<file path="src/rtl/vga_plot_pkg.sv">
// vga_plot_pkg: draw-mode encodings, plotter FSM states and default screen size
package vga_plot_pkg;
  localparam int DEF_SCREEN_W = 160;
  localparam int DEF_SCREEN_H = 120;
  localparam logic [1:0] MODE_FILL    = 2'b00;
  localparam logic [1:0] MODE_OUTLINE = 2'b01;
  localparam logic [1:0] MODE_CLEAR   = 2'b10;
  typedef enum logic [1:0] {ST_IDLE, ST_LOAD, ST_DRAW, ST_DONE} state_t;
endpackage

</file>
<file path="src/rtl/raster_counter.sv">
// raster_counter: x-fastest scan over a loaded box; load latches bounds and start, advance steps, outputs next position, bounds and last flag
module raster_counter #(
  parameter int X_W = 8,
  parameter int Y_W = 7
) (
  input  logic           clock,
  input  logic           resetn,
  input  logic           load,
  input  logic           advance,
  input  logic [X_W-1:0] xs,
  input  logic [Y_W-1:0] ys,
  input  logic [X_W-1:0] xe,
  input  logic [Y_W-1:0] ye,
  output logic [X_W-1:0] nx,
  output logic [Y_W-1:0] ny,
  output logic [X_W-1:0] lo_x,
  output logic [X_W-1:0] hi_x,
  output logic [Y_W-1:0] lo_y,
  output logic [Y_W-1:0] hi_y,
  output logic           last
);
  logic [X_W-1:0] cx;
  logic [Y_W-1:0] cy;
  logic           row_end;

  assign row_end = cx == hi_x;
  assign last    = row_end && cy == hi_y;
  assign nx      = row_end ? lo_x : cx + X_W'(1);
  assign ny      = row_end ? cy + Y_W'(1) : cy;

  always_ff @(posedge clock) begin
    if (!resetn) begin
      cx   <= '0;
      cy   <= '0;
      lo_x <= '0;
      hi_x <= '0;
      lo_y <= '0;
      hi_y <= '0;
    end else if (load) begin
      cx   <= xs;
      cy   <= ys;
      lo_x <= xs;
      hi_x <= xe;
      lo_y <= ys;
      hi_y <= ye;
    end else if (advance) begin
      cx <= nx;
      cy <= ny;
    end
  end
endmodule

</file>
<file path="src/rtl/vga_rect_plotter.sv">
// vga_rect_plotter: rectangle fill/outline/clear engine; start+mode+cmd_* in, busy/done status out, x/y/colour/plot to vga_adapter
module vga_rect_plotter
  import vga_plot_pkg::*;
#(
  parameter int SCREEN_W = DEF_SCREEN_W,
  parameter int SCREEN_H = DEF_SCREEN_H,
  parameter int X_W      = 8,
  parameter int Y_W      = 7,
  parameter int COLOUR_W = 3
) (
  input  logic                clock,
  input  logic                resetn,
  input  logic                start,
  input  logic [1:0]          mode,
  input  logic [X_W-1:0]      cmd_x0,
  input  logic [Y_W-1:0]      cmd_y0,
  input  logic [X_W-1:0]      cmd_w,
  input  logic [Y_W-1:0]      cmd_h,
  input  logic [COLOUR_W-1:0] cmd_colour,
  output logic                busy,
  output logic                done,
  output logic [X_W-1:0]      x,
  output logic [Y_W-1:0]      y,
  output logic [COLOUR_W-1:0] colour,
  output logic                plot
);
  localparam logic [X_W:0] X_MAX = (X_W+1)'(SCREEN_W - 1);
  localparam logic [Y_W:0] Y_MAX = (Y_W+1)'(SCREEN_H - 1);

  state_t         state, nxt;
  logic [1:0]     mode_q;
  logic [X_W-1:0] x0_q, w_q, xs_n, xe_n, nx, lo_x, hi_x;
  logic [Y_W-1:0] y0_q, h_q, ys_n, ye_n, ny, lo_y, hi_y;
  logic [X_W:0]   x_end;
  logic [Y_W:0]   y_end;
  logic           clr, empty, last, on_edge, pv;
  logic [X_W-1:0] px;
  logic [Y_W-1:0] py;

  // one extra bit so x0+w-1 can exceed the screen without wrapping before the clip
  assign x_end = {1'b0, x0_q} + {1'b0, w_q} - (X_W+1)'(1);
  assign y_end = {1'b0, y0_q} + {1'b0, h_q} - (Y_W+1)'(1);
  assign clr   = mode_q == MODE_CLEAR;
  assign empty = !clr && (w_q == '0 || h_q == '0 || {1'b0, x0_q} > X_MAX || {1'b0, y0_q} > Y_MAX);
  assign xs_n  = clr ? '0 : x0_q;
  assign ys_n  = clr ? '0 : y0_q;
  assign xe_n  = (clr || x_end > X_MAX) ? X_MAX[X_W-1:0] : x_end[X_W-1:0];
  assign ye_n  = (clr || y_end > Y_MAX) ? Y_MAX[Y_W-1:0] : y_end[Y_W-1:0];

  raster_counter #(.X_W(X_W), .Y_W(Y_W)) u_scan (
    .clock   (clock),
    .resetn  (resetn),
    .load    (state == ST_LOAD),
    .advance (state == ST_DRAW && !last),
    .xs      (xs_n),
    .ys      (ys_n),
    .xe      (xe_n),
    .ye      (ye_n),
    .nx      (nx),
    .ny      (ny),
    .lo_x    (lo_x),
    .hi_x    (hi_x),
    .lo_y    (lo_y),
    .hi_y    (hi_y),
    .last    (last)
  );

  // outputs are registered one position ahead: LOAD presents the first pixel, DRAW presents the counter's next one
  assign on_edge = nx == lo_x || nx == hi_x || ny == lo_y || ny == hi_y;
  assign pv      = state == ST_LOAD ? !empty
                 : state == ST_DRAW && !last && (mode_q != MODE_OUTLINE || on_edge);
  assign px      = state == ST_LOAD ? xs_n : nx;
  assign py      = state == ST_LOAD ? ys_n : ny;

  always_comb begin
    nxt = state;
    unique case (state)
      ST_IDLE: nxt = start ? ST_LOAD : ST_IDLE;
      ST_LOAD: nxt = empty ? ST_DONE : ST_DRAW;
      ST_DRAW: nxt = last ? ST_DONE : ST_DRAW;
      ST_DONE: nxt = ST_IDLE;
    endcase
  end

  always_ff @(posedge clock) begin
    if (!resetn) state <= ST_IDLE;
    else state <= nxt;
  end

  always_ff @(posedge clock) begin
    if (!resetn) begin
      mode_q <= MODE_FILL;
      x0_q   <= '0;
      y0_q   <= '0;
      w_q    <= '0;
      h_q    <= '0;
      busy   <= 1'b0;
      done   <= 1'b0;
      plot   <= 1'b0;
      x      <= '0;
      y      <= '0;
      colour <= '0;
    end else begin
      if (state == ST_IDLE && start) begin
        mode_q <= mode;
        x0_q   <= cmd_x0;
        y0_q   <= cmd_y0;
        w_q    <= cmd_w;
        h_q    <= cmd_h;
        colour <= cmd_colour;
      end
      busy <= nxt != ST_IDLE;
      done <= nxt == ST_DONE;
      plot <= pv;
      if (pv) begin
        x <= px;
        y <= py;
      end
    end
  end
endmodule

</file>
<file path="config.mk">
export PLATFORM = sky130hd
export DESIGN_NAME = vga_rect_plotter
export DESIGN_NICKNAME = d
export VERILOG_FILES = /design/src/rtl/vga_plot_pkg.sv /design/src/rtl/raster_counter.sv /design/src/rtl/vga_rect_plotter.sv
export SDC_FILE = /design/constraint.sdc
export NUM_CORES = 1
export LEC_CHECK = 0
export BUFFER_PORTS_ARGS = -buffer_cell sky130_fd_sc_hd__buf_2
export CAP_MARGIN = 0
export CELL_PAD_IN_SITES_DETAIL_PLACEMENT = 2
export CELL_PAD_IN_SITES_GLOBAL_PLACEMENT = 2
export CORE_ASPECT_RATIO = 1.75
export CORE_MARGIN = 4
export CORE_UTILIZATION = 32
export DETAILED_ROUTE_END_ITERATION = 12
export GPL_TIMING_DRIVEN = 0
export PLACE_DENSITY = 0.76
export SLEW_MARGIN = 0
export SYNTH_ARGS = -nofsm -noshare
export SYNTH_HDL_FRONTEND = slang
export SYNTH_SLANG_ARGS = --single-unit
</file>
<file path="constraint.sdc">
create_clock -name clock -period 2.49 [get_ports clock]
set_input_delay 0.1245 -clock clock [delete_from_list [all_inputs] [get_ports clock]]
set_output_delay 0.1245 -clock clock [all_outputs]
set_load 0.05 [all_outputs]
</file>
Word level (Yosys, flattened, before mapping):

Cells that the tools add are included.

* register bits after elaboration: 100
* input bits: 38
* output and inout port bits: 21
* logic and storage cells: 79

* add/subtract/negate cells: 6
* order comparisons: 4
* equal/unequal tests: 12
* multiplexer cells: 17
* reduce and logical (&&, ||, !) cells: 22

Operators by type and width (number)
* $mux W8: 6
* $mux W7: 6
* $eq A8 B8 Y1: 3
* $eq A7 B7 Y1: 3
* $add A8 B8 Y9: 1
* $gt A9 B8 Y1 const B: 1
* $logic_or A1 B1 Y1: 9
* $sub A9 B1 Y9 const B: 1
* $add A7 B7 Y8: 1
* $add A8 B1 Y8 const B: 1
* $eq A2 B2 Y1 const B: 4
* $gt A8 B7 Y1 const B: 1
* $gt A8 B8 Y1 const B: 1
* $logic_not A8 Y1: 1
* $pmux W2 S4: 1
* $sub A8 B1 Y8 const B: 1
* $add A7 B1 Y7 const B: 1
* $gt A7 B7 Y1 const B: 1
* $logic_not A7 Y1: 1
* $logic_and A1 B1 Y1: 5
* $mux W1: 4
* $reduce_bool A2 Y1: 2
* $logic_not A1 Y1: 3
* $eq A2 B1 Y1 const B: 1
* other kinds (2): 2

Logic depth before layout (Yosys ltp):

Gate-level depths: netlist (run 1).

* depth in word-level cells: 9
* gate-level depth with buffers: 15
* mapped depth without buffers: 15

By module:

From an unflattened synthesis (run 1), not the netlist that was laid out.

* cells, all modules: 708
* area total of the unflattened synthesis: 6068.3 um2

By module, submodules not included
* vga_rect_plotter: times used 1, cells each 476, area an instance 3756.1 um2, seq. area each 1101.1 um2
* raster_counter: times used 1, cells each 232, area an instance 2312.2 um2, seq. area each 900.9 um2

Worst setup path after synthesis (run 1):

Ideal clock, no wire load.

* path kind: register -> register
* start: register y0_q[1]
* end: register u_scan.hi_y[1]
* setup time: 119 ps
* arrival: 2521 ps
* data required time: 2371 ps
* setup slack: -150 ps
* cell stages (with the launch flop): 16
* buffers on the path: 1
* clock period less this slack: 2640 ps
* path through: dfxtp_1 -> inv_1 -> ha_1 -> inv_1 -> ha_1 -> fa_1 -> a21oi_1 -> nor2_1 -> nor2_1 -> o21bai_1 -> a21oi_1 -> xor2_1 -> and2_1 -> clkbuf_1 -> nand2_1 -> o221a_2

* word-level cells in the longest chain between the ends: 5

Ends and longest elaborated chain
* start: declaration: line vga_rect_plotter.sv:33 `logic [Y_W-1:0] y0_q, h_q, ys_n, ye_n, ny, lo_y, hi_y;`
* start signal: assignment: line vga_rect_plotter.sv:107 `y0_q <= cmd_y0;`
* $add A7 B7 Y8 (*): line vga_rect_plotter.sv:42 `assign y_end = {1'b0, y0_q} + {1'b0, h_q} - (Y_W+1)'(1);`
* $sub A8 B1 Y8 (*): line vga_rect_plotter.sv:42
* $gt A8 B7 Y1: line vga_rect_plotter.sv:48 `assign ye_n = (clr || y_end > Y_MAX) ? Y_MAX[Y_W-1:0] : y_end[Y_W-1:0];`
* $logic_or A1 B1 Y1: line vga_rect_plotter.sv:48
* $mux W7 (*): line vga_rect_plotter.sv:48
* end signal: assignment: line raster_counter.sv:45 `hi_y <= ye;`
* end: declaration: line raster_counter.sv:19 `output logic [Y_W-1:0] hi_y,`

Every way passes the cells marked *; elsewhere a longest branch is shown, timed or not.
A chain may end at the register's enable or synchronous reset.

Worst setup path after layout (run 1):

* start: register u_scan.hi_x[4]
* end: register x[0]

* word-level cells in the longest chain between the ends: 9
* elaborated cells between the ends (all ways): 17
* those cells by class: eq/ne (5); mux (4); reduce/logical (8)

Ends and longest elaborated chain
* start: declaration: line raster_counter.sv:17 `output logic [X_W-1:0] hi_x,`
* start signal: assignment: line raster_counter.sv:36 `hi_x <= '0;`
* start signal: assignment: line raster_counter.sv:43 `hi_x <= xe;`
* $eq A8 B8 Y1: line raster_counter.sv:26 `assign row_end = cx == hi_x;`
* $mux W8: line raster_counter.sv:28 `assign nx = row_end ? lo_x : cx + X_W'(1);`
* $eq A8 B8 Y1: line vga_rect_plotter.sv:69 `assign on_edge = nx == lo_x || nx == hi_x || ny == lo_y || ny == hi_y;`
* $logic_or A1 B1 Y1 (3 in series): line vga_rect_plotter.sv:69
* $logic_or A1 B1 Y1: line vga_rect_plotter.sv:71 `: state == ST_DRAW && !last && (mode_q != MODE_OUTLINE || on_edge);`
* $logic_and A1 B1 Y1: line vga_rect_plotter.sv:71
* $mux W1: line vga_rect_plotter.sv:70 `assign pv = state == ST_LOAD ? !empty`
* end signal: assignment: line vga_rect_plotter.sv:116 `x <= px;`
* end: declaration: line vga_rect_plotter.sv:22 `output logic [X_W-1:0] x,`

Parallel ways exist; a longest one is shown, timed or not.

==> results of run 1 <==
==> state kept, by name, summed over array words and instances, names as in the netlist, 8 cells and up <==
| signal | cells |
|---|---|
| u_scan.cx | 8 |
| x | 8 |
| u_scan.lo_x | 8 |
| u_scan.hi_x | 8 |
| w_q | 8 |
| x0_q | 8 |
==> Yosys cell counts, types with 6 or more instances <==
library cell	instances
sky130_fd_sc_hd__dfxtp_1	100
sky130_fd_sc_hd__nand2_1	115
sky130_fd_sc_hd__mux2i_1	10
sky130_fd_sc_hd__ha_1	34
sky130_fd_sc_hd__a21boi_0	47
sky130_fd_sc_hd__nor2b_1	10
sky130_fd_sc_hd__and2_1	10
sky130_fd_sc_hd__nor2_1	21
sky130_fd_sc_hd__o21ai_0	20
sky130_fd_sc_hd__o21ai_1	8
sky130_fd_sc_hd__nand3_1	22
sky130_fd_sc_hd__inv_1	78
sky130_fd_sc_hd__o311a_1	6
sky130_fd_sc_hd__a21o_1	6
sky130_fd_sc_hd__o21a_1	13
sky130_fd_sc_hd__xor2_1	17
sky130_fd_sc_hd__xnor2_2	6
sky130_fd_sc_hd__o211ai_1	6
sky130_fd_sc_hd__nand4_1	7
sky130_fd_sc_hd__a21oi_1	27
sky130_fd_sc_hd__clkbuf_1	30
sky130_fd_sc_hd__o31a_1	9
sky130_fd_sc_hd__xnor2_1	27
sky130_fd_sc_hd__o21bai_1	6
sky130_fd_sc_hd__nor3_1	10
==> repair_timing <==
action | CTS | global route
resized for setup | 127 | 66
gates cloned | 3 | 0
pin swaps | 54 | 24
buffers inserted | 45 | 10
setup endpoints to repair | 57 | 54
==> layout make-up <==
| class | count | area (sq um) |
|---|---|---|
| buffer | 45 | 305 |
| clock buffer | 10 | 239 |
| fill | 2015 | 10100 |
| sequential | 100 | 2060 |
| timing repair buffer | 115 | 797 |
| tap | 234 | 293 |
| clock inverter | 6 | 46.3 |
| inverter | 78 | 300 |
| multi-input combinational | 505 | 4110 |
==> kinds of logic (layout without fill, tap and decap cells) <==
logic type,count (synthesis),count (layout)
DFF,100,100
muxes,12,12
xor gates and xnor gates,50,50
AOI/OAI and AO/OA,180,180
buffers and inverters,123,254
adders and majority gates,36,36
and+or+nand+nor,227,227
==> power by group through the flow <==
stage                     Combinational, mW  Sequential (mW)  Clock, mW
final                                  8.95             2.44       1.45
after global routing                   9.40             2.49       1.53
after CTS                              7.84             2.40       1.44
after detailed placement               5.73             2.37          0
after global placement                 5.43             2.34          0
after floorplan                        3.85             2.58          0
==> metrics by stage <==
step | cell area, sq um | hold WS (ns) | setup TNS (ns) | utilization
floorplan | 6030 | 0.253 | -0.0512 | -
global placement | 6610 | 0.376 | -21.95 | 0.363
detailed placement | 6610 | 0.389 | -26.74 | 0.363
CTS | 7830 | 0.00464 | -6.93 | 0.430
global route | 8150 | -0.00163 | -13.29 | 0.447
finish | 8150 | -0.0127 | -10.34 | 0.447
==> critical path, delay by kind of cell, from the launching register on <==
| kind | cells | cell delay, ns |
|---|---|---|
| compound gates | 5 | 1.13 |
| buf+inv | 1 | 0.15 |
| xor+xnor | 1 | 0.16 |
| simple gates | 3 | 1.06 |
| flops | 1 | 0.43 |
==> worst max-delay path by stage <==
| stage | slack (ns) | from | cells past startpoint | to |
|---|---|---|---|---|
| floorplan | -0.03 | y0_q[1]$_SDFFE_PN0P_ | 15 | u_scan.hi_y[1]$_SDFFE_PN0P_ |
| global placement | -0.95 | u_scan.cx[5]$_SDFFE_PN0P_ | 10 | y[0]$_SDFFE_PN0P_ |
| detailed placement | -0.99 | u_scan.cx[5]$_SDFFE_PN0P_ | 12 | y[2]$_SDFFE_PN0P_ |
| CTS | -0.38 | u_scan.cx[4]$_SDFFE_PN0P_ | 10 | x[6]$_SDFFE_PN0P_ |
| global route | -0.60 | u_scan.hi_x[4]$_SDFFE_PN0P_ | 10 | x[1]$_SDFFE_PN0P_ |
| finish | -0.58 | u_scan.hi_x[4]$_SDFFE_PN0P_ | 10 | x[0]$_SDFFE_PN0P_ |
==> cell usage in the layout (no fill, tap or decap), drive strengths merged, types with 4 or more instances in the layout <==
master  instances
o21ai          28
o211ai          6
o31ai           5
inv            80
o311a           7
nor2b          10
nand2         115
nor3           13
xor2           17
dfxtp         100
a21oi          27
buf           133
nand3          22
o221a           4
nand4           9
o31a            9
a21o            6
ha             34
xnor2          33
a211oi          5
clkbuf         36
o21bai          6
nor2           23
or4             4
and2           11
o21a           13
a21boi         47
nor4            6
mux2i          10
==> layer usage <==
layer	routed length [um]	up-vias
met1	9450	3017
met2	15300	185
met4	1620	0
li1	-	2724
met5	0	-
met3	887	93
==> impl_results.html, run 1 <==
<table>
<tr><th>Metric</th><th>Value</th></tr>
<tr><th colspan="2">Global route</th></tr>
<tr><td>First-pass GRT wire length</td><td>39300 um</td></tr>
<tr><td>Busiest metal layer after global routing</td><td>met2</td></tr>
<tr><td>Via count of the first global-routing pass</td><td>6853</td></tr>
<tr><td>Global routing usage on met1</td><td>0.226</td></tr>
<tr><td>Overflow left after global routing</td><td>0</td></tr>
<tr><td>Met3 track utilization from global routing</td><td>0.0349</td></tr>
<tr><td>Number of antenna violations at the first check in global routing</td><td>0</td></tr>
<tr><td>Met2 track utilization from global routing</td><td>0.484</td></tr>
<tr><td>Global Route Usage Sum</td><td>0.240</td></tr>
<tr><td>Pin count of the biggest net entering global routing</td><td>18</td></tr>
<tr><th colspan="2">Yosys</th></tr>
<tr><td>Yosys top cell area share</td><td>0.334</td></tr>
<tr><td>Syn Nets</td><td>802</td></tr>
<tr><td>Post-synth top flop</td><td>sky130_fd_sc_hd__dfxtp_1</td></tr>
<tr><td>Xor/xnor share of the synthesized area</td><td>0.0807</td></tr>
<tr><td>Number of synthesized flops with an enable pin</td><td>0</td></tr>
<tr><td>Dominant cell type by area after synthesis</td><td>sky130_fd_sc_hd__dfxtp_1</td></tr>
<tr><td>Fraction of registers with async set/reset</td><td>0</td></tr>
<tr><td>Synthesized flop and latch total</td><td>100</td></tr>
<tr><td>Synthesized cell area</td><td>0.00599 sq mm</td></tr>
<tr><td>Share of synthesized area occupied by flip-flops and latches</td><td>0.334</td></tr>
<tr><td>Adder-cell share of the synthesized area</td><td>0.0778</td></tr>
<tr><td>Share of cell area taken by muxes after synthesis</td><td>0.0205</td></tr>
<tr><td>Combinational family with the most area after synthesis</td><td>compound AO/OA/AOI/OAI gates</td></tr>
<tr><td>Synth top area cells</td><td>sky130_fd_sc_hd__dfxtp_1, sky130_fd_sc_hd__nand2_1, sky130_fd_sc_hd__ha_1, sky130_fd_sc_hd__a21boi_0, sky130_fd_sc_hd__inv_1</td></tr>
<tr><td>Mean Syn Cell Area</td><td>8.22 sq um</td></tr>
<tr><td>Cell count after synthesis</td><td>728</td></tr>
<tr><td>Simple-gate share of the synthesized area</td><td>0.185</td></tr>
<tr><td>Library cells used by synthesis</td><td>65</td></tr>
<tr><td>Number of synthesis warnings</td><td>0</td></tr>
<tr><td>Complex-gate fraction of the synthesized area</td><td>0.216</td></tr>
<tr><th colspan="2">Critical path</th></tr>
<tr><td>Worst setup SP type</td><td>flip-flop</td></tr>
<tr><td>Crit-path max cell delay</td><td>0.43 ns</td></tr>
<tr><td>Crit Reg-Reg Startpoint</td><td>u_scan.hi_x[4]$_SDFFE_PN0P_</td></tr>
<tr><td>Required time of the critical path</td><td>2.76 ns</td></tr>
<tr><td>Arrival time at the worst endpoint</td><td>3.33 ns</td></tr>
<tr><td>Critical-path cell list</td><td>xnor2_4 &gt; nand4_4 &gt; o21ai_1 &gt; a21oi_1 &gt; nor4_2 &gt; nor4bb_4 &gt; o311a_4 &gt; buf_6 &gt; o21ai_2 &gt; o311a_1</td></tr>
<tr><td>Critical Path End Type</td><td>flip-flop</td></tr>
<tr><td>Register-to-register setup slack</td><td>-0.58 ns</td></tr>
<tr><td>Logic depth of the worst register-to-register path</td><td>10</td></tr>
<tr><td>Slowest cell on the critical path</td><td>sky130_fd_sc_hd__dfxtp_2</td></tr>
<tr><td>Critical R2R Capture</td><td>x[0]$_SDFFE_PN0P_</td></tr>
<tr><td>Crit Path Max Fanout</td><td>8</td></tr>
<tr><td>Worst Path Class, Setup</td><td>reg2reg</td></tr>
<tr><th colspan="2">STA</th></tr>
<tr><td>Final critical-path setup slack</td><td>-0.575 ns</td></tr>
<tr><td>Setup violations, final</td><td>35</td></tr>
<tr><td>Layout Skew</td><td>0.0137 ns</td></tr>
<tr><td>Max-slew headroom at the worst pin</td><td>0.422</td></tr>
<tr><td>Worst Hold Margin</td><td>-0.0127 ns</td></tr>
<tr><td>Peak clock frequency supported by timing</td><td>326 MHz</td></tr>
<tr><td>Tcrit/Tclk final</td><td>1.23</td></tr>
<tr><td>Final max-slew violation count</td><td>0</td></tr>
<tr><td>Slew at the pin closest to its max-slew limit</td><td>0.868 ns</td></tr>
<tr><td>Final hold violation count</td><td>9</td></tr>
<tr><td>RSZ-0062 raised after global routing</td><td>true</td></tr>
<tr><td>Minimum clock period after layout</td><td>3.07 ns</td></tr>
<tr><th colspan="2">Worst hold path</th></tr>
<tr><td>Hold Path End</td><td>x0_q[3]$_SDFFE_PN0P_</td></tr>
<tr><td>Worst min-delay path startpoint</td><td>cmd_x0[3]</td></tr>
<tr><td>Hold Crit Class</td><td>in2reg</td></tr>
<tr><td>Min-Delay Path Depth</td><td>3</td></tr>
<tr><th colspan="2">CTS</th></tr>
<tr><td>Later-pin clock latency in the skew report</td><td>0.38 ns</td></tr>
<tr><td>Clock tree from TritonCTS</td><td>yes</td></tr>
<tr><td># H-tree levels</td><td>3</td></tr>
<tr><td>Hold buffers post-CTS</td><td>0</td></tr>
<tr><td>Register clock-pin slew on the reported worst setup and hold paths</td><td>0.08 ns</td></tr>
<tr><td>Inserted Clock Buffers</td><td>9</td></tr>
<tr><td>Max clock buf depth</td><td>2</td></tr>
<tr><td>Buffer type at the clock tree root</td><td>sky130_fd_sc_hd__clkbuf_16</td></tr>
<tr><td># clock sinks</td><td>100</td></tr>
<tr><th colspan="2">Finish</th></tr>
<tr><td>Synthesis-to-finish area growth</td><td>36.1%</td></tr>
<tr><td>Fraction of final layout cells with drive strength greater than 1</td><td>0.345</td></tr>
<tr><td>Number of antenna diodes</td><td>0</td></tr>
<tr><td>Number of nets in the layout</td><td>928</td></tr>
<tr><td>Final std cells w/o fill</td><td>1093</td></tr>
<tr><th colspan="2">Pwr</th></tr>
<tr><td>Leakage power figure</td><td>3.31 nW</td></tr>
<tr><td>P_int</td><td>6.58 mW</td></tr>
<tr><td>Total power consumption of the routed design</td><td>12.8 mW</td></tr>
<tr><td>Switching power as a share of total power</td><td>0.488</td></tr>
<tr><td>VDD IR max</td><td>0.715 mV</td></tr>
<tr><td>Share of power burned in registers</td><td>0.190</td></tr>
<tr><td>Part of the total power dissipated in the clock network</td><td>0.113</td></tr>
<tr><td>Switching power total</td><td>6.26 mW</td></tr>
<tr><td>Pwr Density</td><td>1580 mW/mm^2</td></tr>
<tr><td>Combinational fraction of design power</td><td>0.697</td></tr>
<tr><th colspan="2">Drt</th></tr>
<tr><td>Initial drt markers</td><td>218</td></tr>
<tr><td>Average wire per standard cell</td><td>25.0 um</td></tr>
<tr><td>Via-to-Cell Ratio</td><td>5.51</td></tr>
<tr><td>Detailed-route wire length</td><td>27300 um</td></tr>
<tr><td>Number of remaining DRC errors</td><td>0</td></tr>
<tr><td>Vias after detailed routing</td><td>6019</td></tr>
<tr><td>Detail Route Antenna Nets</td><td>0</td></tr>
<tr><td>Number of detailed-route iterations in the first pass</td><td>4</td></tr>
<tr><th colspan="2">Floorplan</th></tr>
<tr><td>Total core area</td><td>0.0182 sq mm</td></tr>
<tr><td>Starting Density</td><td>0.329</td></tr>
<tr><td>Area of the die</td><td>0.0210 sq mm</td></tr>
<tr><td>Number of I/O pins</td><td>59</td></tr>
<tr><td># rows</td><td>65</td></tr>
<tr><td>Die width</td><td>111 um</td></tr>
<tr><td>DIE HEIGHT</td><td>189 um</td></tr>
<tr><th colspan="2">Placement</th></tr>
<tr><td>Number of cells in the design after placement</td><td>1019</td></tr>
<tr><td>Routability congestion estimate from global placement</td><td>0.860</td></tr>
<tr><td>Port buffer count</td><td>57</td></tr>
<tr><td>Setup Slack @ Placement</td><td>-0.992 ns</td></tr>
<tr><td>DP HPWL</td><td>16900 um</td></tr>
<tr><th colspan="2">Status</th></tr>
<tr><td>Result of the run</td><td>finished with violations</td></tr>
<tr><td>Violated checks</td><td>hold timing, setup timing</td></tr>
<tr><th colspan="2">Flow run</th></tr>
<tr><td>Maximum Capacitance Violations</td><td>0</td></tr>
</table>
(Power assumes the default switching activity.)
==> inputs of run 2 (changes only) <==
--- a/config.mk
+++ b/config.mk
@@ -11,11 +11,13 @@
 export CELL_PAD_IN_SITES_GLOBAL_PLACEMENT = 2
 export CORE_ASPECT_RATIO = 1.75
 export CORE_MARGIN = 4
-export CORE_UTILIZATION = 32
+export CORE_UTILIZATION = 33
+export CTS_BUF_LIST = sky130_fd_sc_hd__clkbuf_16
 export DETAILED_ROUTE_END_ITERATION = 12
 export GPL_TIMING_DRIVEN = 0
-export PLACE_DENSITY = 0.76
+export PLACE_DENSITY = 0.77
 export SLEW_MARGIN = 0
 export SYNTH_ARGS = -nofsm -noshare
 export SYNTH_HDL_FRONTEND = slang
+export SYNTH_HIERARCHICAL = 1
 export SYNTH_SLANG_ARGS = --single-unit
==> constraint.sdc (replaced) <==
create_clock -name clock -period 2.7 [get_ports clock]
set_input_delay 0.135 -clock clock [delete_from_list [all_inputs] [get_ports clock]]
set_output_delay 0.135 -clock clock [all_outputs]
set_load 0.05 [all_outputs]
==> impl_results.html, run 2 <==
<table>
<tr><th>Metric</th><th>Value</th></tr>
<tr><th colspan="2">Yosys</th></tr>
<tr><td>Syn Nets</td><td>782</td></tr>
<tr><td>Fraction of registers with async set/reset</td><td>0</td></tr>
<tr><td>Synth top area cells</td><td>sky130_fd_sc_hd__dfxtp_1, sky130_fd_sc_hd__mux2i_1, sky130_fd_sc_hd__ha_1, sky130_fd_sc_hd__xnor2_1, sky130_fd_sc_hd__nand2_1</td></tr>
<tr><td>Mean Syn Cell Area</td><td>8.57 sq um</td></tr>
<tr><td>Most frequent cell after synthesis</td><td>sky130_fd_sc_hd__dfxtp_1</td></tr>
<tr><td>Cell count after synthesis</td><td>708</td></tr>
<tr><td>Commonest cells in the netlist</td><td>sky130_fd_sc_hd__dfxtp_1, sky130_fd_sc_hd__nand2_1, sky130_fd_sc_hd__inv_1</td></tr>
<tr><td>Library cells used by synthesis</td><td>63</td></tr>
<tr><td>Post-synth top flop</td><td>sky130_fd_sc_hd__dfxtp_1</td></tr>
<tr><td>Synthesized flop and latch total</td><td>100</td></tr>
<tr><td>Dominant cell type by area after synthesis</td><td>sky130_fd_sc_hd__dfxtp_1</td></tr>
<tr><td>Number of synthesized flops with an enable pin</td><td>0</td></tr>
<tr><td>Synthesized cell area</td><td>0.00607 sq mm</td></tr>
<tr><td>Yosys top cell area share</td><td>0.330</td></tr>
<tr><td>Number of synthesis warnings</td><td>6</td></tr>
<tr><td>Share of synthesized area occupied by flip-flops and latches</td><td>0.330</td></tr>
<tr><th colspan="2">Finish</th></tr>
<tr><td>Fraction of final layout cells with drive strength greater than 1</td><td>0.308</td></tr>
<tr><td>Synthesis-to-finish area growth</td><td>31.3%</td></tr>
<tr><td>Final core utilization</td><td>0.441</td></tr>
<tr><td>Final Cell Area</td><td>0.00797 sq mm</td></tr>
<tr><td>Most common cell after layout, fill and taps aside</td><td>sky130_fd_sc_hd__nand2_1</td></tr>
<tr><td>Number of nets in the layout</td><td>897</td></tr>
<tr><td>Final std cells w/o fill</td><td>1062</td></tr>
<tr><td>Number of antenna diodes</td><td>0</td></tr>
<tr><td>Number of fill cells</td><td>2030</td></tr>
<tr><td>Commonest cells after routing, fill and taps aside</td><td>sky130_fd_sc_hd__nand2_1, sky130_fd_sc_hd__dfxtp_1, sky130_fd_sc_hd__buf_2</td></tr>
<tr><th colspan="2">CTS</th></tr>
<tr><td>Max clock buf depth</td><td>2</td></tr>
<tr><td># H-tree levels</td><td>3</td></tr>
<tr><td>Hold buffers post-CTS</td><td>0</td></tr>
<tr><td>Register clock-pin slew on the reported worst setup and hold paths</td><td>0.07 ns</td></tr>
<tr><td>Inserted Clock Buffers</td><td>9</td></tr>
<tr><td>Buffer type at the clock tree root</td><td>sky130_fd_sc_hd__clkbuf_16</td></tr>
<tr><td># clock sinks</td><td>100</td></tr>
<tr><td>Later-pin clock latency in the skew report</td><td>0.37 ns</td></tr>
<tr><td>Clock tree from TritonCTS</td><td>yes</td></tr>
<tr><th colspan="2">STA</th></tr>
<tr><td>Final max-slew violation count</td><td>0</td></tr>
<tr><td>Final critical-path setup slack</td><td>-0.426 ns</td></tr>
<tr><td>Max-slew headroom at the worst pin</td><td>0.384</td></tr>
<tr><td>Slew at the pin closest to its max-slew limit</td><td>0.924 ns</td></tr>
<tr><td>Setup violations, final</td><td>37</td></tr>
<tr><td>Peak clock frequency supported by timing</td><td>320 MHz</td></tr>
<tr><td>Layout Skew</td><td>0.0165 ns</td></tr>
<tr><td>Final hold violation count</td><td>0</td></tr>
<tr><td>Tcrit/Tclk final</td><td>1.16</td></tr>
<tr><td>Total Negative Setup Slacks</td><td>-8.72 ns</td></tr>
<tr><td>Minimum clock period after layout</td><td>3.13 ns</td></tr>
<tr><td>RSZ-0062 raised after global routing</td><td>true</td></tr>
<tr><td>Worst Hold Margin</td><td>0.0104 ns</td></tr>
<tr><th colspan="2">Global route</th></tr>
<tr><td>Global Route Usage Sum</td><td>0.211</td></tr>
<tr><td>First-pass GRT wire length</td><td>34700 um</td></tr>
<tr><td>Overflow left after global routing</td><td>0</td></tr>
<tr><td>Pin count of the biggest net entering global routing</td><td>18</td></tr>
<tr><td>Via count of the first global-routing pass</td><td>6418</td></tr>
<tr><td>Number of antenna violations at the first check in global routing</td><td>0</td></tr>
<tr><th colspan="2">Placement</th></tr>
<tr><td>Routability congestion estimate from global placement</td><td>0.897</td></tr>
<tr><td>Post-detailed-placement cell area</td><td>0.00675 sq mm</td></tr>
<tr><td>Number of cells in the design after placement</td><td>1000</td></tr>
<tr><td>Port buffer count</td><td>58</td></tr>
<tr><td>Setup Slack @ Placement</td><td>-0.797 ns</td></tr>
<tr><td>DP HPWL</td><td>16000 um</td></tr>
<tr><th colspan="2">Floorplan</th></tr>
<tr><td>Area of the die</td><td>0.0207 sq mm</td></tr>
<tr><td>Total core area</td><td>0.0181 sq mm</td></tr>
<tr><td>Number of I/O pins</td><td>59</td></tr>
<tr><td>Die width</td><td>111 um</td></tr>
<tr><td>Starting Density</td><td>0.336</td></tr>
<tr><td>DIE HEIGHT</td><td>187 um</td></tr>
<tr><td># rows</td><td>65</td></tr>
<tr><th colspan="2">Critical path</th></tr>
<tr><td>Critical Path End Type</td><td>flip-flop</td></tr>
<tr><td>Arrival time at the worst endpoint</td><td>3.42 ns</td></tr>
<tr><td>Worst setup SP type</td><td>flip-flop</td></tr>
<tr><td>Logic depth of the worst register-to-register path</td><td>15</td></tr>
<tr><td>Worst Path Class, Setup</td><td>reg2reg</td></tr>
<tr><td>Register-to-register setup slack</td><td>-0.43 ns</td></tr>
<tr><td>Termination of the worst setup path</td><td>x[3]$_SDFFE_PN0P_</td></tr>
<tr><td>Crit Reg-Reg Startpoint</td><td>u_scan/cx[1]$_SDFFE_PN0P_</td></tr>
<tr><td>Startpoint of the worst setup timing path</td><td>u_scan/cx[1]$_SDFFE_PN0P_</td></tr>
<tr><td>Required time of the critical path</td><td>2.99 ns</td></tr>
<tr><td>Critical R2R Capture</td><td>x[3]$_SDFFE_PN0P_</td></tr>
<tr><td>Crit Path Max Fanout</td><td>6</td></tr>
<tr><th colspan="2">Drt</th></tr>
<tr><td>Met3 wire length</td><td>825 um</td></tr>
<tr><td>Detailed-route wire length</td><td>24600 um</td></tr>
<tr><td>Vias after detailed routing</td><td>5705</td></tr>
<tr><td>Initial drt markers</td><td>171</td></tr>
<tr><td>Uppermost signal routing layer after detailed routing</td><td>met4</td></tr>
<tr><td>Length of routed wiring on met1</td><td>9010 um</td></tr>
<tr><td>DR WL met2</td><td>13600 um</td></tr>
<tr><td>Detail Route Antenna Nets</td><td>0</td></tr>
<tr><td>Number of remaining DRC errors</td><td>0</td></tr>
<tr><td>Average wire per standard cell</td><td>23.2 um</td></tr>
<tr><td>Number of detailed-route iterations in the first pass</td><td>5</td></tr>
<tr><td>Via-to-Cell Ratio</td><td>5.37</td></tr>
<tr><th colspan="2">Flow run</th></tr>
<tr><td>Maximum Capacitance Violations</td><td>0</td></tr>
<tr><th colspan="2">Pwr</th></tr>
<tr><td>Leakage power figure</td><td>3.23 nW</td></tr>
<tr><td>Total power consumption of the routed design</td><td>11.2 mW</td></tr>
<tr><td>Pwr Density</td><td>1410 mW/mm^2</td></tr>
<tr><td>VDD IR max</td><td>0.512 mV</td></tr>
<tr><th colspan="2">Status</th></tr>
<tr><td>Result of the run</td><td>finished with violations</td></tr>
<tr><td>Violated checks</td><td>setup timing</td></tr>
<tr><th colspan="2">Worst hold path</th></tr>
<tr><td>Hold Crit Class</td><td>in2reg</td></tr>
</table>
run 2: where the power goes:
part	internal, mW	leakage (nW)	total [mW]	switching (mW)
clock	0.632	0.129	1.28	0.649
combinational	3.33	2.27	7.77	4.44
sequential	1.82	0.826	2.16	0.345
run 2: area by class of cell:
type                       instances  area, sq um  share of cell area
multi-input combinational        504         4170               0.523
timing repair buffer             105          727              0.0912
inverter                          71          280              0.0352
tap                              234          293              0.0367
clock buffer                       9          225              0.0283
sequential                       100         2040               0.256
clock inverter                     7         51.3             0.00644
buffer                            32          185              0.0232
run 2: critical path, stage by stage (launching register included):
cell	delay (ns)
sky130_fd_sc_hd__dfxtp_2	0.44
sky130_fd_sc_hd__xnor2_2	0.16
sky130_fd_sc_hd__nand4_2	0.15
sky130_fd_sc_hd__or2_1	0.25
sky130_fd_sc_hd__buf_6	0.14
sky130_fd_sc_hd__buf_12	0.13
sky130_fd_sc_hd__nor3_4	0.17
sky130_fd_sc_hd__xor2_2	0.18
sky130_fd_sc_hd__buf_4	0.15
sky130_fd_sc_hd__xor2_1	0.21
sky130_fd_sc_hd__nor4_1	0.09
sky130_fd_sc_hd__nand4_1	0.17
sky130_fd_sc_hd__nand3_4	0.14
sky130_fd_sc_hd__a211oi_4	0.40
sky130_fd_sc_hd__buf_6	0.20
sky130_fd_sc_hd__o2bb2ai_2	0.09
run 2: layer usage:
layer | GRT usage | vias up
met5 | 0 | -
met4 | 0.117 | 0
met3 | 0.0291 | 65
met2 | 0.407 | 162
met1 | 0.213 | 2849
li1 | - | 2629
run 2: timing repair:
action	CTS	global route
buffers inserted	21	23
setup endpoints to repair	49	42
gates resized for setup	66	64
gates cloned	3	1
pin swaps	30	37
run 2: worst min path at each step:
stage	start	end	slack [ns]	depth (start not counted)
2_1_floorplan	cmd_x0[0]	x0_q[0]$_SDFFE_PN0P_	0.27	2
3_3_place_gp	cmd_colour[1]	colour[1]$_SDFFE_PN0P_	0.38	3
3_5_place_dp	cmd_h[2]	h_q[2]$_SDFFE_PN0P_	0.39	3
4_1_cts	cmd_h[5]	h_q[5]$_SDFFE_PN0P_	0.001	3
5_1_grt	cmd_y0[3]	y0_q[3]$_SDFFE_PN0P_	0.02	3
6_report	cmd_h[5]	h_q[5]$_SDFFE_PN0P_	0.01	3
run 2: cells by family (layout without fill, tap and decap cells):
family          count (synthesis)  after routing  synth area share
simple gates                  228            228             0.190
compound gates                126            126             0.155
buf+inv                       104            224            0.0689
flops                         100            100             0.330
xor+xnor                       64             64            0.0948
mux                            50             50            0.0845
fa+ha+maj                      36             36            0.0767
==> inputs of run 3 (changes only) <==
--- a/config.mk
+++ b/config.mk
@@ -11,13 +11,12 @@
 export CELL_PAD_IN_SITES_GLOBAL_PLACEMENT = 2
 export CORE_ASPECT_RATIO = 1.75
 export CORE_MARGIN = 4
-export CORE_UTILIZATION = 33
+export CORE_UTILIZATION = 32
 export CTS_BUF_LIST = sky130_fd_sc_hd__clkbuf_16
 export DETAILED_ROUTE_END_ITERATION = 12
 export GPL_TIMING_DRIVEN = 0
-export PLACE_DENSITY = 0.77
+export PLACE_DENSITY = 0.76
 export SLEW_MARGIN = 0
 export SYNTH_ARGS = -nofsm -noshare
 export SYNTH_HDL_FRONTEND = slang
-export SYNTH_HIERARCHICAL = 1
 export SYNTH_SLANG_ARGS = --single-unit
==> impl_results.html, run 3 (synthesis results as in run 1) <==
<table>
<tr><th>Metric</th><th>Value</th></tr>
<tr><th colspan="2">Status</th></tr>
<tr><td>Violated checks</td><td>setup timing</td></tr>
<tr><td>Result of the run</td><td>finished with violations</td></tr>
<tr><th colspan="2">Floorplan</th></tr>
<tr><td>Starting Density</td><td>0.329</td></tr>
<tr><td>DIE HEIGHT</td><td>189 um</td></tr>
<tr><td>Total core area</td><td>0.0182 sq mm</td></tr>
<tr><td>Die width</td><td>111 um</td></tr>
<tr><td># rows</td><td>65</td></tr>
<tr><td>Number of I/O pins</td><td>59</td></tr>
<tr><td>Area of the die</td><td>0.0210 sq mm</td></tr>
<tr><th colspan="2">Finish</th></tr>
<tr><td>Commonest cells after routing, fill and taps aside</td><td>sky130_fd_sc_hd__nand2_1, sky130_fd_sc_hd__dfxtp_1, sky130_fd_sc_hd__inv_1</td></tr>
<tr><td>Fraction of final layout cells with drive strength greater than 1</td><td>0.295</td></tr>
<tr><td>Number of nets in the layout</td><td>910</td></tr>
<tr><td>Number of antenna diodes</td><td>0</td></tr>
<tr><td>Final Cell Area</td><td>0.00777 sq mm</td></tr>
<tr><td>Most common cell after layout, fill and taps aside</td><td>sky130_fd_sc_hd__nand2_1</td></tr>
<tr><td>Synthesis-to-finish area growth</td><td>29.8%</td></tr>
<tr><td>Number of fill cells</td><td>2058</td></tr>
<tr><th colspan="2">Critical path</th></tr>
<tr><td>Worst setup SP type</td><td>flip-flop</td></tr>
<tr><td>Logic depth of the worst register-to-register path</td><td>12</td></tr>
<tr><td>Critical R2R Capture</td><td>y[4]$_SDFFE_PN0P_</td></tr>
<tr><td>Worst Path Class, Setup</td><td>reg2reg</td></tr>
<tr><td>Termination of the worst setup path</td><td>y[4]$_SDFFE_PN0P_</td></tr>
<tr><td>Register-to-register setup slack</td><td>-0.25 ns</td></tr>
<tr><td>Arrival time at the worst endpoint</td><td>3.26 ns</td></tr>
<tr><td>Required time of the critical path</td><td>3.01 ns</td></tr>
<tr><td>Critical Path End Type</td><td>flip-flop</td></tr>
<tr><td>Crit Path Max Fanout</td><td>10</td></tr>
<tr><td>Startpoint of the worst setup timing path</td><td>u_scan.cx[0]$_SDFFE_PN0P_</td></tr>
<tr><td>Crit Reg-Reg Startpoint</td><td>u_scan.cx[0]$_SDFFE_PN0P_</td></tr>
<tr><th colspan="2">STA</th></tr>
<tr><td>Slew at the pin closest to its max-slew limit</td><td>0.829 ns</td></tr>
<tr><td>Tcrit/Tclk final</td><td>1.09</td></tr>
<tr><td>Peak clock frequency supported by timing</td><td>339 MHz</td></tr>
<tr><td>Final hold violation count</td><td>0</td></tr>
<tr><td>Layout Skew</td><td>0.00891 ns</td></tr>
<tr><td>RSZ-0062 raised after global routing</td><td>true</td></tr>
<tr><td>Setup violations, final</td><td>16</td></tr>
<tr><td>Total Negative Setup Slacks</td><td>-3.62 ns</td></tr>
<tr><td>Final max-slew violation count</td><td>0</td></tr>
<tr><td>Worst Hold Margin</td><td>0.00961 ns</td></tr>
<tr><td>Max-slew headroom at the worst pin</td><td>0.447</td></tr>
<tr><td>Minimum clock period after layout</td><td>2.95 ns</td></tr>
<tr><td>Final critical-path setup slack</td><td>-0.250 ns</td></tr>
<tr><th colspan="2">Placement</th></tr>
<tr><td>Post-detailed-placement cell area</td><td>0.00656 sq mm</td></tr>
<tr><td>DP HPWL</td><td>16900 um</td></tr>
<tr><td>Port buffer count</td><td>57</td></tr>
<tr><td>Setup Slack @ Placement</td><td>-0.832 ns</td></tr>
<tr><td>Routability congestion estimate from global placement</td><td>0.871</td></tr>
<tr><th colspan="2">Drt</th></tr>
<tr><td>Detail Route Antenna Nets</td><td>0</td></tr>
<tr><td>Via-to-Cell Ratio</td><td>5.29</td></tr>
<tr><td>Number of remaining DRC errors</td><td>0</td></tr>
<tr><td>Vias after detailed routing</td><td>5686</td></tr>
<tr><td>Detailed-route wire length</td><td>23600 um</td></tr>
<tr><td>Initial drt markers</td><td>145</td></tr>
<tr><td>Number of detailed-route iterations in the first pass</td><td>4</td></tr>
<tr><td>Average wire per standard cell</td><td>21.9 um</td></tr>
<tr><th colspan="2">Pwr</th></tr>
<tr><td>Pwr Density</td><td>1380 mW/mm^2</td></tr>
<tr><td>VDD IR max</td><td>0.651 mV</td></tr>
<tr><td>Leakage power figure</td><td>3.16 nW</td></tr>
<tr><td>Total power consumption of the routed design</td><td>10.7 mW</td></tr>
<tr><th colspan="2">CTS</th></tr>
<tr><td>Inserted Clock Buffers</td><td>9</td></tr>
<tr><td>Register clock-pin slew on the reported worst setup and hold paths</td><td>0.08 ns</td></tr>
<tr><td>Later-pin clock latency in the skew report</td><td>0.36 ns</td></tr>
<tr><td>Buffer type at the clock tree root</td><td>sky130_fd_sc_hd__clkbuf_16</td></tr>
<tr><td>Clock tree from TritonCTS</td><td>yes</td></tr>
<tr><td># clock sinks</td><td>100</td></tr>
<tr><td>Max clock buf depth</td><td>2</td></tr>
<tr><td>Hold buffers post-CTS</td><td>0</td></tr>
<tr><td># H-tree levels</td><td>3</td></tr>
<tr><th colspan="2">Global route</th></tr>
<tr><td>Via count of the first global-routing pass</td><td>6554</td></tr>
<tr><td>Global Route Usage Sum</td><td>0.217</td></tr>
<tr><td>First-pass GRT wire length</td><td>35900 um</td></tr>
<tr><td>Overflow left after global routing</td><td>0</td></tr>
<tr><td>Pin count of the biggest net entering global routing</td><td>17</td></tr>
<tr><td>Number of antenna violations at the first check in global routing</td><td>0</td></tr>
<tr><th colspan="2">Worst hold path</th></tr>
<tr><td>Min-Delay Path Depth</td><td>3</td></tr>
<tr><td>Hold Crit Class</td><td>in2reg</td></tr>
<tr><th colspan="2">Flow run</th></tr>
<tr><td>Maximum Capacitance Violations</td><td>0</td></tr>
</table>
## run 3: per-stage QoR
stage	util	instances
floorplan	-	728
global placement	0.360	1019
detailed placement	0.360	1019
CTS	0.409	1057
global route	0.426	1075
finish	0.426	1075
## run 3: critical path, cell delays in order (launching register included)
cell and delay, ns:
sky130_fd_sc_hd__dfxtp_2 0.33, sky130_fd_sc_hd__buf_6 0.13, sky130_fd_sc_hd__xnor2_4 0.21, sky130_fd_sc_hd__nand4_4 0.21, sky130_fd_sc_hd__buf_6 0.23, sky130_fd_sc_hd__o211ai_1 0.29
sky130_fd_sc_hd__a21o_1 0.21, sky130_fd_sc_hd__nand4_1 0.18, sky130_fd_sc_hd__nor4bb_4 0.40, sky130_fd_sc_hd__o311a_4 0.31, sky130_fd_sc_hd__clkbuf_16 0.17, sky130_fd_sc_hd__o31a_1 0.11
sky130_fd_sc_hd__o21a_1 0.11
## run 3: layout make-up
type,instances,area (sq um),area share
inverters,78,293,0.0377
clock inverters,7,92.6,0.0119
repair buffers,100,633,0.0815
flip-flops and latches,100,2050,0.264
clock buffers,9,225,0.0290
multi-input cells,505,3930,0.506
plain buffers,42,249,0.0321
well taps,234,293,0.0377
## run 3: what timing repair did
item                       in CTS  in global routing
setup buffers                  22                 20
pin swaps                      15                 40
setup endpoints to repair      47                 41
gates resized for setup        99                 53
gates cloned                    1                  1
## run 3: worst min-delay path by stage
stage / start / to
after floorplan: cmd_h[0] / h_q[0]$_SDFFE_PN0P_
after global placement: cmd_y0[5] / y0_q[5]$_SDFFE_PN0P_
after detailed placement: cmd_colour[1] / colour[1]$_SDFFE_PN0P_
after CTS: cmd_y0[1] / y0_q[1]$_SDFFE_PN0P_
after global routing: cmd_colour[1] / colour[1]$_SDFFE_PN0P_
final: cmd_y0[1] / y0_q[1]$_SDFFE_PN0P_
## run 3: metal layers
metal / track usage / wire length (um) / up-vias
li1: - / - / 2685
met1: 0.213 / 8500 / 2827
met4: 0.121 / 1040 / 0
met2: 0.423 / 13500 / 113
met5: 0 / 0 / -
met3: 0.0326 / 589 / 61
## run 3: power by group
part | total [mW] | switching (mW) | internal (mW) | leakage, nW
clock network | 1.47 | 0.656 | 0.811 | 0.153
logic | 7.04 | 4.14 | 2.90 | 2.18
registers | 2.24 | 0.383 | 1.86 | 0.832
